## src/rtl/acc_pkg.sv

```systemverilog
// Shared types and sizing constants for the accelerator register file.
package acc_pkg;

  localparam int unsigned ACC_NREGS  = 32;
  localparam int unsigned ACC_DATA_W = 32;
  localparam int unsigned ACC_PEND_W = 2;

  typedef logic [ACC_DATA_W-1:0]        data_t;
  typedef logic [$clog2(ACC_NREGS)-1:0] reg_addr_t;
  typedef reg_addr_t                    acc_rf_addr_t;
  typedef logic [ACC_PEND_W-1:0]        pend_cnt_t;

endpackage

```

## src/rtl/acc_scoreboard.sv

```systemverilog
// Per-register count of FPU results in flight; drives issue back-pressure,
// the read hazard view and the busy flag.
module acc_scoreboard
  import acc_pkg::*;
#(
  parameter int unsigned NREGS  = ACC_NREGS,
  parameter int unsigned PEND_W = ACC_PEND_W
) (
  input  logic                     clk_i,
  input  logic                     rst_i,
  input  logic                     iss_valid_i,
  input  logic [$clog2(NREGS)-1:0] iss_tag_i,
  input  logic                     wren_i,
  input  logic [$clog2(NREGS)-1:0] waddr_i,
  output logic                     iss_full_o,
  output logic [NREGS-1:0]         pend_o,
  output logic [NREGS-1:0]         dec_o,
  output logic                     busy_o
);

  localparam int unsigned AW = $clog2(NREGS);
  localparam logic [PEND_W-1:0] CNT_MAX = '1;

  logic [PEND_W-1:0] r_cnt [NREGS];
  logic [NREGS-1:0]  w_inc;
  logic [NREGS-1:0]  w_dec;

  // pend_o is the count after this cycle's write-back, so a read can be
  // released in the same cycle the last outstanding result arrives.
  always_comb begin
    w_inc      = '0;
    w_dec      = '0;
    pend_o     = '0;
    busy_o     = 1'b0;
    iss_full_o = (r_cnt[iss_tag_i] == CNT_MAX) && !(wren_i && (waddr_i == iss_tag_i));
    for (int unsigned n = 0; n < NREGS; n++) begin
      w_dec[n]  = wren_i && (waddr_i == AW'(n)) && (r_cnt[n] != '0);
      w_inc[n]  = iss_valid_i && (iss_tag_i == AW'(n)) && !iss_full_o;
      pend_o[n] = (r_cnt[n] - PEND_W'(w_dec[n])) != '0;
      busy_o    = busy_o | (r_cnt[n] != '0);
    end
  end

  assign dec_o = w_dec;

  always_ff @(posedge clk_i) begin
    for (int unsigned n = 0; n < NREGS; n++) begin
      if (rst_i) begin
        r_cnt[n] <= '0;
      end else if (w_inc[n] && !w_dec[n]) begin
        r_cnt[n] <= r_cnt[n] + 1'b1;
      end else if (w_dec[n] && !w_inc[n]) begin
        r_cnt[n] <= r_cnt[n] - 1'b1;
      end
    end
  end

  a_no_issue_when_full: assert property (@(posedge clk_i) disable iff (rst_i)
    !(iss_valid_i && iss_full_o));

endmodule

```

## src/rtl/acc_regfile.sv

```systemverilog
// Accelerator register file: scoreboarded controller read port, FPU
// write-back sink and a lower-priority CPU load/drain port.
module acc_regfile
  import acc_pkg::*;
#(
  parameter int unsigned NREGS  = ACC_NREGS,
  parameter int unsigned DATA_W = ACC_DATA_W,
  parameter int unsigned PEND_W = ACC_PEND_W
) (
  input  logic                     clk_i,
  input  logic                     rst_i,
  input  logic                     rreq_i,
  input  logic [$clog2(NREGS)-1:0] raddr_i,
  output logic [DATA_W-1:0]        rdata_o,
  output logic                     rvalid_o,
  input  logic                     iss_valid_i,
  input  logic [$clog2(NREGS)-1:0] iss_tag_i,
  output logic                     iss_full_o,
  input  logic                     wren_i,
  input  logic [$clog2(NREGS)-1:0] waddr_i,
  input  logic [DATA_W-1:0]        wdata_i,
  input  logic                     cpu_we_i,
  input  logic [$clog2(NREGS)-1:0] cpu_addr_i,
  input  logic [DATA_W-1:0]        cpu_wdata_i,
  output logic                     cpu_wready_o,
  output logic [DATA_W-1:0]        cpu_rdata_o,
  output logic                     busy_o
);

  logic [DATA_W-1:0] r_mem [NREGS];
  logic [DATA_W-1:0] r_rdata;
  logic              r_rvalid;
  logic [NREGS-1:0]  w_pend;
  logic [NREGS-1:0]  w_dec;
  logic              w_serve;
  logic [DATA_W-1:0] w_rd_data;

  acc_scoreboard #(
    .NREGS  (NREGS),
    .PEND_W (PEND_W)
  ) u_sb (
    .clk_i       (clk_i),
    .rst_i       (rst_i),
    .iss_valid_i (iss_valid_i),
    .iss_tag_i   (iss_tag_i),
    .wren_i      (wren_i),
    .waddr_i     (waddr_i),
    .iss_full_o  (iss_full_o),
    .pend_o      (w_pend),
    .dec_o       (w_dec),
    .busy_o      (busy_o)
  );

  // Bypass follows any write-back to the read address, stray or not.
  always_comb begin
    w_serve   = rreq_i && !r_rvalid && !w_pend[raddr_i];
    w_rd_data = (wren_i && (waddr_i == raddr_i)) ? wdata_i : r_mem[raddr_i];
  end

  assign cpu_wready_o = !wren_i;
  assign cpu_rdata_o  = r_mem[cpu_addr_i];
  assign rdata_o      = r_rdata;
  assign rvalid_o     = r_rvalid;

  always_ff @(posedge clk_i) begin
    if (rst_i) begin
      for (int unsigned n = 0; n < NREGS; n++) begin
        r_mem[n] <= '0;
      end
      r_rvalid <= 1'b0;
      r_rdata  <= '0;
    end else begin
      if (wren_i) begin
        r_mem[waddr_i] <= wdata_i;
      end else if (cpu_we_i) begin
        r_mem[cpu_addr_i] <= cpu_wdata_i;
      end
      r_rvalid <= w_serve;
      if (w_serve) begin
        r_rdata <= w_rd_data;
      end
    end
  end

endmodule

```

## config.mk

```make
export PLATFORM = sky130hd
export DESIGN_NAME = acc_regfile
export DESIGN_NICKNAME = d
export VERILOG_FILES = /design/src/rtl/acc_pkg.sv /design/src/rtl/acc_scoreboard.sv /design/src/rtl/acc_regfile.sv
export SDC_FILE = /design/constraint.sdc
export NUM_CORES = 2
export LEC_CHECK = 0
export ABC_CLOCK_PERIOD_IN_PS = 5200
export BUFFER_PORTS_ARGS = -buffer_cell sky130_fd_sc_hd__buf_2
export CORE_ASPECT_RATIO = 2
export CORE_UTILIZATION = 37
export CTS_CLUSTER_SIZE = 12
export DETAILED_ROUTE_END_ITERATION = 8
export PLACE_DENSITY = 0.59
export SLEW_MARGIN = 15
export SYNTH_ARGS = -nofsm -noshare
export SYNTH_HDL_FRONTEND = slang
export SYNTH_HIERARCHICAL = 1
export SYNTH_SLANG_ARGS = --single-unit
```

## constraint.sdc

```tcl
create_clock -name clk_i -period 5.2 [get_ports clk_i]
set_input_delay 0.52 -clock clk_i [delete_from_list [all_inputs] [get_ports clk_i]]
set_output_delay 0.52 -clock clk_i [all_outputs]
set_load 0.02 [all_outputs]
```

* Word level (Yosys, flattened, before mapping)
Memories as Yosys holds them, arrays and structs flattened. A register that Yosys moved wholly into a read port is not among the register bits. Cells that the tools add are included.
Word-level totals: memory bits (writable) 1088, register bits 34, input bits 90, word-level logic and storage cells 902, memories 2, output and inout bits 68
Memory list:
- r_mem | depth 32, width 32, rd ports 2, clocked after memory_dff 1, wr ports 32, RTL line acc_regfile.sv:30 | logic [DATA_W-1:0] r_mem [NREGS];
- u_sb.r_cnt | depth 32, width 2, rd ports 33, clocked after memory_dff 0, wr ports 32, RTL line acc_scoreboard.sv:24 | logic [PEND_W-1:0] r_cnt [NREGS];
Cells by class: bitwise operators 96, order comparisons 1, add/subtract/negate cells 96, reduce and logical (&&, ||, !) cells 333, multiplexer cells 306, eq/ne operators 65
Operators by type and width (count):
- $mux 1 | 236
- $logic_and 1x1->1 | 196
- $eq 5x5->1 const B | 32
- $mux 2 | 64
- $reduce_bool 2->1 | 64
- $mux 32 | 3
- $or 1x1->1 | 95
- $eq 5x4->1 const B | 16
- $logic_not 1->1 | 69
- $add 2x1->2 const B | 32
- $reduce_or 32->1 | 2
- $sub 2x1->2 | 32
- $sub 2x1->2 const B | 32
- $eq 5x3->1 const B | 8
- $eq 5x2->1 const B | 4
- $eq 5x1->1 const B | 2
- $eq 5x5->1 | 2
- $logic_not 5->1 | 2
- $mux 5 | 2
- $lt 5x6->1 const B | 1
- $bmux 1 s5 | 1
- $eq 2x2->1 const B | 1
- $and 1x1->1 | 1

* Depth between registers and ports, before layout
depth after elaboration 32, depth in mapped cells 13

* Cells and area by module
The synthesis kept the hierarchy.
Modules (own cells, without submodules):
- acc_regfile | area each 55370.6 um2, cells each 3818, instances 1
- acc_scoreboard | area each 6279.8 um2, cells each 718, instances 1

* Least setup slack after synthesis
Ideal clock, no wire load.
path kind input to register, start point input wren_i, end point register (tool-made name), path buffers 3, data required time 4.867 ns, arrival 3.112 ns, setup slack 1.754 ns, setup time 0.333 ns, stages 11, path through clkbuf_1 > nand4b_1 > or3_1 > inv_1 > xnor2_1 > nand2_1 > mux4_2 > a2111oi_4 > a21o_1 > buf_2 > buf_6
RTL lines:
- start: declaration | RTL line acc_regfile.sv:19 | input logic wren_i,

* Final worst setup path
start point input cpu_addr_i[0], end point output cpu_rdata_o[16]
On the way: cells in the longest elaborated chain, start to end 1
Ends and longest elaborated chain:
- start: declaration | RTL line acc_regfile.sv:23 | input logic [$clog2(NREGS)-1:0] cpu_addr_i,
- $mem_v2 32x32
- end: declaration | RTL line acc_regfile.sv:26 | output logic [DATA_W-1:0] cpu_rdata_o,
No other way between the ends.

==> impl_results.md <==
* Worst Hold Margin at 0.0169 ns
* Core area at 0.165 mm^2
* H-tree depth at 3
* Syn avg cell area at 13.6 um^2
* Crit start category: input pin
* Leakage at 0.0234 uW
* Critical Path Sink Type: output port
* Width of the chip at 291 um
* Worst EP required at 4.68 ns
* Final hold violations at 0
* # setup viols final at 0
* Relative slew slack at 21.0%
* RSZ-0062 raised after global routing: false
* Placer Congestion at 0.916
* Port bufs at 157
* Later-pin clock latency in the skew report at 0.76 ns
* Cells along the critical path: buf_8 -> buf_12 -> mux4_2 -> mux4_2 -> mux2_2 -> buf_2
* Syn_nets at 4657
* Io pins at 158
* NetSw at 6030 uW
* First element of the critical path: cpu_addr_i[0]
* Top-count cell post-synth: edfxtp_1
* Pins over their slew limit at 0
* Post CTS Setup Buffer Count at 0
* Cts repair resizes at 0
* Most Frequent Cell on Critical Path: mux4_2
* Clock Path Buffers at 3
* Pin count of the biggest net entering global routing at 90
* Switching Fraction at 27.1%
* Ys flop type: edfxtp_1
* Die ar. at 0.168 mm^2
* Synth cell count leaders: edfxtp_1, nor2_1, mux4_2, clkbuf_1, mux2i_1
* Post-layout min period at 3.88 ns
* Sequential share of power at 49.9%
* Routed length per instance at 36.1 um
* DP HPWL at 151 mm
* Worst-path clk slew at 0.06 ns
* Int Pwr at 16200 uW
* Total track usage at 28.5%
* Initial DRC count at 5435
* Synth Register Bits at 1154
* Top-area cell type share of the netlist area at 54.6%
* Clock power frac at 35.0%
* Clock tree sinks at 1154
* Worst R2R Start: u_sb/r_cnt[17][0]$_DFFE_PP_
* Net count, final at 4670
* Hold Path Class: input pin to flip-flop
* Async SR Flop Fraction at 0%
* CP Class: input pin to output port
* Max-cap viol count at 0
* CP max stage delay at 0.66 ns
* Worst-margin pin slew at 1.16 ns
* Pwr dens at 322 mW/mm^2
* Slowest-stage cell, CP: buf_8
* Critical path peak fanout at 72
* Worst Min Path Start: wdata_i[27]
* Outcome: completed
* Clk root buf: clkbuf_16
* CTS tree: yes
* WP data arrival at 3.36 ns
* Initial Util at 37.3%
* First-pass GRT wire length at 335 mm
* Synth cell types at 68
* Grt total ovfl at 0
* Initial DRT Pass Iterations at 6
* Worst VDD drop at 0.000298 V
* Initial antenna violation count at 12
* Setup TNS at 0 ns
* Yosys warns at 6
* # rows at 211
* Vias/cell at 6.52
* Number of synthesized flops with an enable pin at 1120
* Num CTS Buffers at 111
* Total wire length at 244 mm
* Syn Inst Count at 4536
* Synth top area cells: edfxtp_1, mux4_2, nor2_1
* Layout area overhead at 12.0%
* Die height at 579 um
* Detailed-route via count at 44100
* Fmax at 0.258 GHz
* Register area share after synthesis at 55.7%
* Vias in the first global route at 44600
* DRC at 0
* Synth Cell Area at 0.0617 mm^2
* Logic pwr share at 15.1%
* Synth area leader: edfxtp_1
* Layout cell share with drive strength beyond 1 at 25.3%
* Post-route ant nets at 0
* Worst clock skew at 0.0422 ns
* Fin crit share at 74.6%
* Filler cells at 15100
-- power by group through the flow --
stage	Clock (uW)	Combinational, uW	Sequential, uW
global route	8160	3470	11100
CTS	7870	3330	11100
floorplan	0	2010	11100
detailed placement	0	3300	11300
global placement	0	3270	11200
finish	7780	3360	11100
-- timing repair --
action                                  4_1_cts  5_1_grt
endpoints found under the hold margin        27        0
endpoints found under the setup margin        0        0
hold buffers                                 27        0
-- sequential cells by signal, summed over array words and instances (netlist names), named ones only --
signal / flops
r_mem: 1024
rvalid_o: 1
u_sb/r_cnt: 64
-- cell families after synthesis --
family,count (synthesis),share of synthesized area [%]
simple gates,1516,10.9
flops,1154,55.7
mux,827,22.9
buf+inv,545,3.79
compound gates,421,5.54
xor+xnor,42,0.621
fa+ha+maj,31,0.629
-- worst max-delay path, delay by kind of cell --
family,cells,cell delay (ns)
buffers and inverters,3,1.26
multiplexers,3,1.40
-- routing by layer --
layer | part of all wire (%) | global-route usage [%] | up-vias | wire (um)
met3 | 8.9 | 5.30 | 1027 | 21600
met2 | 50 | 49.8 | 3113 | 122000
li1 | - | - | 17400 | -
met5 | 0.021 | 0 | - | 51
met4 | 9.7 | 24.1 | 8 | 23500
met1 | 31 | 29.7 | 22500 | 76100
-- layout make-up --
class	instances	area [um^2]	share of cell area (%)
inverter	74	278	0.402
clock inverter	18	268	0.388
sequential	1154	34300	49.7
clock buffer	166	3010	4.36
tap	2130	2670	3.86
antenna	3	7.51	0.0109
timing repair buffer	371	2990	4.32
multi-input combinational	2837	25500	37.0
-- stage by stage --
stage / util [%] / worst slack (ns) / std cells / cell area [um^2] / power (uW)
6_report: 41.8 / 1.32 / 6753 / 69100 / 22200
5_1_grt: 41.8 / 1.17 / 6751 / 69100 / 22800
3_5_place_dp: 39.6 / 1.17 / 6538 / 65500 / 14600
4_1_cts: 41.8 / 1.25 / 6749 / 69000 / 22300
3_3_place_gp: 39.6 / 1.20 / 6538 / 65500 / 14500
2_1_floorplan: - / 1.75 / 4536 / 61700 / 13100
-- final timing paths --
kind | end | depth (start not counted) | slack (ns)
worst max-delay path | cpu_rdata_o[16] | 6 | 1.32
worst min register to register | flip-flop | 2 | 0.60
worst max register to register | flip-flop | 9 | 1.55
worst min-delay path | flip-flop | 1 | 0.02
-- cells in the final DEF (no fill, tap or decap), types with 27 or more instances in the layout --
cell	synthesis	final
nand2b_2	0	32
ha_1	31	31
and3_1	66	65
nand2_1	91	59
nor3_1	35	35
dlygate4sd3_1	0	27
a22oi_1	128	128
or4_1	33	33
mux4_2	458	458
buf_2	86	150
clkbuf_16	0	111
mux2i_1	299	267
mux2_2	70	70
xnor2_1	39	39
clkbuf_1	320	52
nand2_2	0	32
edfxtp_1	1120	1120
dfxtp_1	34	33
a211oi_1	81	81
nor2_1	1070	1066
buf_4	27	151
buf_12	0	36
nand3b_1	35	35
inv_1	70	70
o31ai_1	36	36
a22o_1	66	66
Power figures use the tool's default switching activity.
